--- src/rtl/pe_pkg.sv ---
`default_nettype none
// ============================================================================
//  Module      : pe_pkg
//  Description : Shared constants and scheduler state type for the 3x3 PE
//                array and its sequencer.
//  Revision    : 1.0 - initial release
// ============================================================================
package pe_pkg;

    // Data word and job geometry
    localparam int c_dw         = 16;
    localparam int c_arr_dim    = 3;
    localparam int c_if_dim     = 5;
    localparam int c_f_n        = c_arr_dim * c_arr_dim;
    localparam int c_if_n       = c_if_dim * c_if_dim;
    localparam int c_run_cycles = 4;

    // Counter widths, sized so that no count ever wraps
    localparam int c_wcnt_w     = 5;
    localparam int c_rcnt_w     = 8;
    localparam int c_idx_w      = 4;

    typedef enum logic [2:0] {
        S_IDLE   = 3'd0,
        S_LOAD_F = 3'd1,
        S_LOAD_I = 3'd2,
        S_CLR    = 3'd3,
        S_RUN    = 3'd4,
        S_CAPT   = 3'd5,
        S_DRAIN  = 3'd6
    } sched_state_t;

endpackage
`default_nettype wire

--- src/rtl/word_shift_loader.sv ---
`default_nettype none
// ============================================================================
//  Module      : word_shift_loader
//  Description : Counter-addressed operand register file. The word presented
//                on din is written to slot addr when we is high; all slots
//                are exposed as one flat bus and hold until overwritten.
//  Revision    : 1.0 - initial release
// ============================================================================
module word_shift_loader #(
    parameter int DW = 16,
    parameter int N  = 9,
    parameter int AW = 5
) (
    input  logic            clk,
    input  logic            rst_n,
    input  logic            we,
    input  logic [AW-1:0]   addr,
    input  logic [DW-1:0]   din,
    output logic [N*DW-1:0] flat
);

    logic [N*DW-1:0] r_flat;

    // Write the addressed slot; every other slot keeps its contents.
    always_ff @(posedge clk or negedge rst_n) begin
        if (!rst_n) begin
            r_flat <= '0;
        end else if (we) begin
            for (int k = 0; k < N; k++) begin
                if (int'(addr) == k) begin
                    r_flat[k*DW +: DW] <= din;
                end
            end
        end
    end

    assign flat = r_flat;

endmodule
`default_nettype wire

--- src/rtl/conv3x3_sched.sv ---
`default_nettype none
// ============================================================================
//  Module      : conv3x3_sched
//  Description : Job sequencer for the 3x3 PE array. Loads filter and ifmap
//                words into operand registers, clears and runs the array for
//                a fixed number of cycles, captures its result bus and
//                streams the result words out over a valid/ready port.
//  Revision    : 1.0 - initial release
// ============================================================================
module conv3x3_sched
    import pe_pkg::*;
#(
    parameter int DW         = c_dw,
    parameter int F_N        = c_f_n,
    parameter int IF_N       = c_if_n,
    parameter int RUN_CYCLES = c_run_cycles
) (
    input  logic               clk,
    input  logic               rst_n,
    input  logic               start,
    input  logic               abort,
    output logic               busy,
    output logic               done,
    input  logic               in_valid,
    output logic               in_ready,
    input  logic [DW-1:0]      in_data,
    output logic               arr_en,
    output logic               arr_rst,
    output logic [F_N*DW-1:0]  arr_filter_flat,
    output logic [IF_N*DW-1:0] arr_ifmap_flat,
    input  logic [F_N*DW-1:0]  arr_sum_flat,
    output logic               out_valid,
    input  logic               out_ready,
    output logic [DW-1:0]      out_data,
    output logic [3:0]         out_idx
);

    localparam logic [c_wcnt_w-1:0] c_f_last   = c_wcnt_w'(F_N - 1);
    localparam logic [c_wcnt_w-1:0] c_i_last   = c_wcnt_w'(IF_N - 1);
    localparam logic [c_rcnt_w-1:0] c_run_last = c_rcnt_w'(RUN_CYCLES - 1);
    localparam logic [c_idx_w-1:0]  c_idx_last = c_idx_w'(F_N - 1);

    sched_state_t          r_state;
    sched_state_t          w_state_nxt;
    logic [c_wcnt_w-1:0]   r_wcnt;
    logic [c_rcnt_w-1:0]   r_run;
    logic [c_idx_w-1:0]    r_idx;
    logic [F_N*DW-1:0]     r_result;
    logic                  r_done;
    logic                  w_take;
    logic                  w_accept;
    logic                  w_we_f;
    logic                  w_we_i;

    // A load word or result word only moves when abort is not pulling us out.
    assign w_take   = in_ready & in_valid & ~abort;
    assign w_accept = out_valid & out_ready & ~abort;
    assign w_we_f   = w_take & (r_state == S_LOAD_F);
    assign w_we_i   = w_take & (r_state == S_LOAD_I);

    // State register.
    always_ff @(posedge clk or negedge rst_n) begin
        if (!rst_n) begin
            r_state <= S_IDLE;
        end else begin
            r_state <= w_state_nxt;
        end
    end

    // Next-state decode and per-state array/handshake outputs.
    always_comb begin
        w_state_nxt = r_state;
        busy        = 1'b1;
        in_ready    = 1'b0;
        arr_en      = 1'b0;
        arr_rst     = 1'b0;
        out_valid   = 1'b0;
        case (r_state)
            S_IDLE: begin
                busy    = 1'b0;
                arr_rst = 1'b1;
                if (start) w_state_nxt = S_LOAD_F;
            end
            S_LOAD_F: begin
                arr_rst  = 1'b1;
                in_ready = 1'b1;
                if (in_valid && (r_wcnt == c_f_last)) w_state_nxt = S_LOAD_I;
            end
            S_LOAD_I: begin
                arr_rst  = 1'b1;
                in_ready = 1'b1;
                if (in_valid && (r_wcnt == c_i_last)) w_state_nxt = S_CLR;
            end
            S_CLR: begin
                arr_rst     = 1'b1;
                w_state_nxt = S_RUN;
            end
            S_RUN: begin
                arr_en = 1'b1;
                if (r_run == c_run_last) w_state_nxt = S_CAPT;
            end
            S_CAPT: begin
                w_state_nxt = S_DRAIN;
            end
            S_DRAIN: begin
                out_valid = 1'b1;
                if (out_ready && (r_idx == c_idx_last)) w_state_nxt = S_IDLE;
            end
            default: begin
                busy        = 1'b0;
                arr_rst     = 1'b1;
                w_state_nxt = S_IDLE;
            end
        endcase
        // Abort overrides every transition, including a start in IDLE.
        if (abort) w_state_nxt = S_IDLE;
    end

    // Word/run/drain counters, result capture and the done pulse.
    always_ff @(posedge clk or negedge rst_n) begin
        if (!rst_n) begin
            r_wcnt   <= '0;
            r_run    <= '0;
            r_idx    <= '0;
            r_result <= '0;
            r_done   <= 1'b0;
        end else begin
            r_done <= w_accept && (r_idx == c_idx_last);

            if ((r_state == S_IDLE) && start) begin
                r_wcnt <= '0;
            end else if (w_take) begin
                r_wcnt <= ((r_state == S_LOAD_F) && (r_wcnt == c_f_last)) ? '0 : r_wcnt + 1'b1;
            end

            if (r_state == S_CLR) begin
                r_run <= '0;
            end else if (r_state == S_RUN) begin
                r_run <= r_run + 1'b1;
            end

            if (r_state == S_CAPT) begin
                r_result <= arr_sum_flat;
                r_idx    <= '0;
            end else if (w_accept) begin
                r_idx <= (r_idx == c_idx_last) ? '0 : r_idx + 1'b1;
            end
        end
    end

    word_shift_loader #(
        .DW (DW),
        .N  (F_N),
        .AW (c_wcnt_w)
    ) u_filter_loader (
        .clk   (clk),
        .rst_n (rst_n),
        .we    (w_we_f),
        .addr  (r_wcnt),
        .din   (in_data),
        .flat  (arr_filter_flat)
    );

    word_shift_loader #(
        .DW (DW),
        .N  (IF_N),
        .AW (c_wcnt_w)
    ) u_ifmap_loader (
        .clk   (clk),
        .rst_n (rst_n),
        .we    (w_we_i),
        .addr  (r_wcnt),
        .din   (in_data),
        .flat  (arr_ifmap_flat)
    );

    assign done     = r_done;
    assign out_data = r_result[r_idx*DW +: DW];
    assign out_idx  = r_idx;

endmodule
`default_nettype wire

--- config.mk ---
export PLATFORM = sky130hd
export DESIGN_NAME = conv3x3_sched
export DESIGN_NICKNAME = d
export VERILOG_FILES = /design/src/rtl/pe_pkg.sv /design/src/rtl/word_shift_loader.sv /design/src/rtl/conv3x3_sched.sv
export SDC_FILE = /design/constraint.sdc
export NUM_CORES = 1
export LEC_CHECK = 0
export CAP_MARGIN = 20
export CORE_AREA = 8 8 281 283
export CTS_CLUSTER_DIAMETER = 40
export CTS_CLUSTER_SIZE = 30
export DETAILED_ROUTE_END_ITERATION = 12
export DIE_AREA = 0 0 289 291
export PLACE_DENSITY_LB_ADDON = 0.05
export SLEW_MARGIN = 30
export SYNTH_ARGS = -nofsm -noshare
export SYNTH_HDL_FRONTEND = slang
export SYNTH_HIERARCHICAL = 1
export SYNTH_SLANG_ARGS = --single-unit
export TNS_END_PERCENT = 1
--- constraint.sdc ---
create_clock -name clk -period 3.7 [get_ports clk]
set_clock_uncertainty 0.15 [all_clocks]
set_input_delay 0.74 -clock clk [delete_from_list [all_inputs] [get_ports clk]]
set_output_delay 0.74 -clock clk [all_outputs]
set_load 0.01 [all_outputs]
==> impl_metrics.toml <==
[die]
fp.coreArea_um2 = 74800
die_area_um2 = 84100
die_w_um = 289
initial_core_util_pct = 38.1
ioPinCount = 736
rows = 101
die_h_um = 291

[synthesis]
yosys.cell_count.top_type = "sky130_fd_sc_hd__dfrtp_1"
mappedNetlistArea_um2 = 28500
ys_dominant_reg_cell = "sky130_fd_sc_hd__dfrtp_1"
synth_enable_flop_cells = 0
synth.ff_latch_count = 709
synth.cells.most_frequent = "sky130_fd_sc_hd__dfrtp_1 (709), sky130_fd_sc_hd__mux2_2 (651), sky130_fd_sc_hd__clkbuf_1 (42)"
synth_area_leaders = "sky130_fd_sc_hd__dfrtp_1 (62%), sky130_fd_sc_hd__mux2_2 (26%), sky130_fd_sc_hd__mux4_2 (2.5%)"
ys.warnings.count = 6
synthDistinctLibCells = 56
yosysTopAreaCell = "sky130_fd_sc_hd__dfrtp_1"
synth_top_area_share_pct = 62.2
synth_sequential_area_ratio_pct = 62.2
synth_cells = 1769
synth.net_count = 1940
syn_area_per_cell_um2 = 16.1
postSynth.asyncResetShare_pct = 100

[sta]
timing.max_slew.rel_slack_pct = 34.0
finalHoldViolations = 0
layout_min_cycle_time_ns = 3.60
slew_violations = 0
achievable-frequency_mhz = 278
finalCritPeriodShare_pct = 97.2
timing_worst_slew_pin_value_ns = 0.990
final.setup.tns_ns = 0
rsz0062_at_grt = "no"
setup_viol = 0

[critical_path]
critical_path_class = "flop to output port"
cp-end-kind = "output port"
timing.reg2reg.worst_path_depth = 8
cp_num_cells = 5
setup.worst_path.start_class = "flop"
signal_arrival_time_at_the_worst_endpoint_ns = 2.71
worst_endpoint_required_time_ns = 2.81
crit_fanout = 6
critPathBufInv = 2
crit_slowest_cell = "sky130_fd_sc_hd__mux4_2"
critPathTopFamily = "multiplexers"
reg2reg_from = "r_state[1]$_DFFE_PN0P_"
worst_path_largest_cell_delay_ns = 0.54
critical_path.startpoint = "out_idx[0]$_DFFE_PN0P_"
ff2ff_setup_slack_ns = 1.01
cp-endpoint = "out_data[6]"
critical_path.reg2reg.endpoint = "u_filter_loader/flat[14]$_DFFE_PN0P_"
crit_chain = "buf_4 -> mux4_2 -> mux2i_2 -> o21ai_0 -> clkdlybuf4s50_1"

[clock_tree]
clock_tree.htree_level_count = 3
cts_sinks = 709
cts-root-buf = "sky130_fd_sc_hd__clkbuf_16"
cts_tree = "built"
cts_inserted_buffers = 115
ctsLongestPathBuffers = 3
worst_setup_hold_path_clk_slew_ns = 0.05
clk-insertion-delay-late_ns = 0.64

[layout]
finish.net_count = 2753
layout-drive-gt1-share_pct = 39.0
stdcell_area_um2 = 41400
layout-area-overhead-vs-synth_pct = 45.1

[grt]
initial_antenna_violation_count = 22
grt_first_pass_wirelength_um = 145000
grt_remaining_overflow = 0
first_global_vias = 19986
grt_usage_pct = 23.4
grt_max_degree = 88

[pwr]
power_report.internal_total_mw = 17.6
power_frac_clock_pct = 47.1
power.net_switching_mw = 5.95
power.share.sequential_pct = 38.2
worst_vdd_rail_ir_drop_v = 0.000335
combPwrFrac_pct = 14.7
cellPowerDensity_nw_per_um2 = 569
power.share.switching_pct = 25.3
leakage_nw = 19.4

[drt]
drt_iter0_drc = 731
route.antenna.remaining_nets = 0
vias_per_cell = 5.06
wl_per_cell_um = 27.3
drc = 0
postRouteWirelength_um = 100000
dr.pass1.iters = 4
vias = 18547

[min_path]
holdCritPathClass = "flop to flop"

[placement]
finalWeightedCongestion = 0.809
io_buffer_count = 735
post_dp_hpwl_um = 72600
dpl-instance-area_um2 = 37200

[run]
timing.max_cap.violations = 0

[run_status]
status = "finished clean"
layout by cell type (no fill, tap or decap), types with 4 or more instances in the layout:
master and n:
sky130_fd_sc_hd__nand2_1 33, sky130_fd_sc_hd__nor3_1 5, sky130_fd_sc_hd__and3_1 6, sky130_fd_sc_hd__clkinv_2 18, sky130_fd_sc_hd__clkdlybuf4s50_1 721, sky130_fd_sc_hd__clkbuf_1 8
sky130_fd_sc_hd__buf_4 52, sky130_fd_sc_hd__nand2_2 18, sky130_fd_sc_hd__diode_2 16, sky130_fd_sc_hd__clkinv_4 9, sky130_fd_sc_hd__clkbuf_8 10, sky130_fd_sc_hd__a21oi_1 5
sky130_fd_sc_hd__clkbuf_16 117, sky130_fd_sc_hd__inv_8 4, sky130_fd_sc_hd__nor2b_1 8, sky130_fd_sc_hd__mux2i_1 20, sky130_fd_sc_hd__nor2_1 17, sky130_fd_sc_hd__mux2_4 30
sky130_fd_sc_hd__nand2b_1 9, sky130_fd_sc_hd__inv_1 7, sky130_fd_sc_hd__mux2_2 651, sky130_fd_sc_hd__clkinvlp_4 10, sky130_fd_sc_hd__dlygate4sd2_1 4, sky130_fd_sc_hd__mux4_2 32
sky130_fd_sc_hd__inv_6 10, sky130_fd_sc_hd__bufinv_16 17, sky130_fd_sc_hd__o21ai_0 28, sky130_fd_sc_hd__dfrtp_1 706, sky130_fd_sc_hd__nor2_2 6, sky130_fd_sc_hd__ha_1 5
sky130_fd_sc_hd__buf_2 4, sky130_fd_sc_hd__mux2_1 7, sky130_fd_sc_hd__buf_12 21, sky130_fd_sc_hd__nand3_1 7
power groups by stage:
stage / clock (mW) / sequential (mW) / combinational (mW)
6_report: 11.1 / 8.99 / 3.47
5_1_grt: 11.7 / 9.08 / 3.70
4_1_cts: 11.3 / 8.99 / 3.50
3_5_place_dp: 0 / 9.13 / 3.47
3_3_place_gp: 0 / 9.09 / 3.44
2_1_floorplan: 0 / 9.11 / 1.39
per-layer routing:
| metal | routed length [µm] | GRT usage [%] |
|---|---|---|
| met1 | 39200 | 27.7 |
| met2 | 48900 | 39.0 |
| met3 | 7390 | 7.20 |
| met4 | 4550 | 10.4 |
| met5 | 77 | 0 |
layout make-up:
type | instances | area (µm²)
Clock buffer | 135 | 3100
Sequential cell | 709 | 17700
Timing Repair Buffer | 808 | 8150
Clock inverter | 72 | 956
Fill cell | 6126 | 33400
Inverter | 7 | 26.3
Tap cell | 978 | 1220
Antenna cell | 16 | 40.0
Multi-Input combinational cell | 941 | 10100
worst min path at each step:
stage	start	end	slack, ns	cells past startpoint
2_1_floorplan	rst_n	done$_DFF_PN0_	0.29	0
3_3_place_gp	r_run[7]$_DFFE_PN0P_	r_run[7]$_DFFE_PN0P_	0.32	1
3_5_place_dp	r_run[7]$_DFFE_PN0P_	r_run[7]$_DFFE_PN0P_	0.33	1
4_1_cts	u_ifmap_loader/flat[342]$_DFFE_PN0P_	u_ifmap_loader/flat[342]$_DFFE_PN0P_	0.34	1
5_1_grt	u_ifmap_loader/flat[342]$_DFFE_PN0P_	u_ifmap_loader/flat[342]$_DFFE_PN0P_	0.35	1
6_report	u_ifmap_loader/flat[342]$_DFFE_PN0P_	u_ifmap_loader/flat[342]$_DFFE_PN0P_	0.33	1
cell families after synthesis:
kind of cell | synth area share (%)
flip-flops | 62.2
AO/OA/AOI/OAI | 0.988
XOR/XNOR | 0.123
AND/OR/NAND/NOR | 3.20
adder cells (fa/ha/maj) | 0.219
buffers and inverters | 2.35
multiplexers | 30.9
per-stage QoR:
stage	instances	worst slack (ns)	util (%)	power, mW	hold WS (ns)
2_1_floorplan	1769	0.757	-	10.5	0.288
3_3_place_gp	3436	0.379	49.7	12.5	0.316
3_5_place_dp	3436	0.337	49.7	12.6	0.327
4_1_cts	3647	0.00680	55.2	23.8	0.338
5_1_grt	3660	0.00299	55.3	24.5	0.354
6_report	3666	0.105	55.3	23.5	0.335
registers in the layout (all words and copies together), names as in the netlist:
signal                count
done                      1
out_idx                   4
r_result                144
r_run                     8
r_state                   3
r_wcnt                    5
u_filter_loader/flat    144
u_ifmap_loader/flat     400
repair_timing:
| action | CTS | global route |
|---|---|---|
| gates resized for setup | 6 | 6 |
| setup endpoints to repair | 16 | 8 |
| hold buffers | 1 | 0 |
| endpoints found under the hold margin | 34 | 0 |
| buffers inserted | 3 | 3 |
Note: power is estimated with default switching activity, not from simulation.
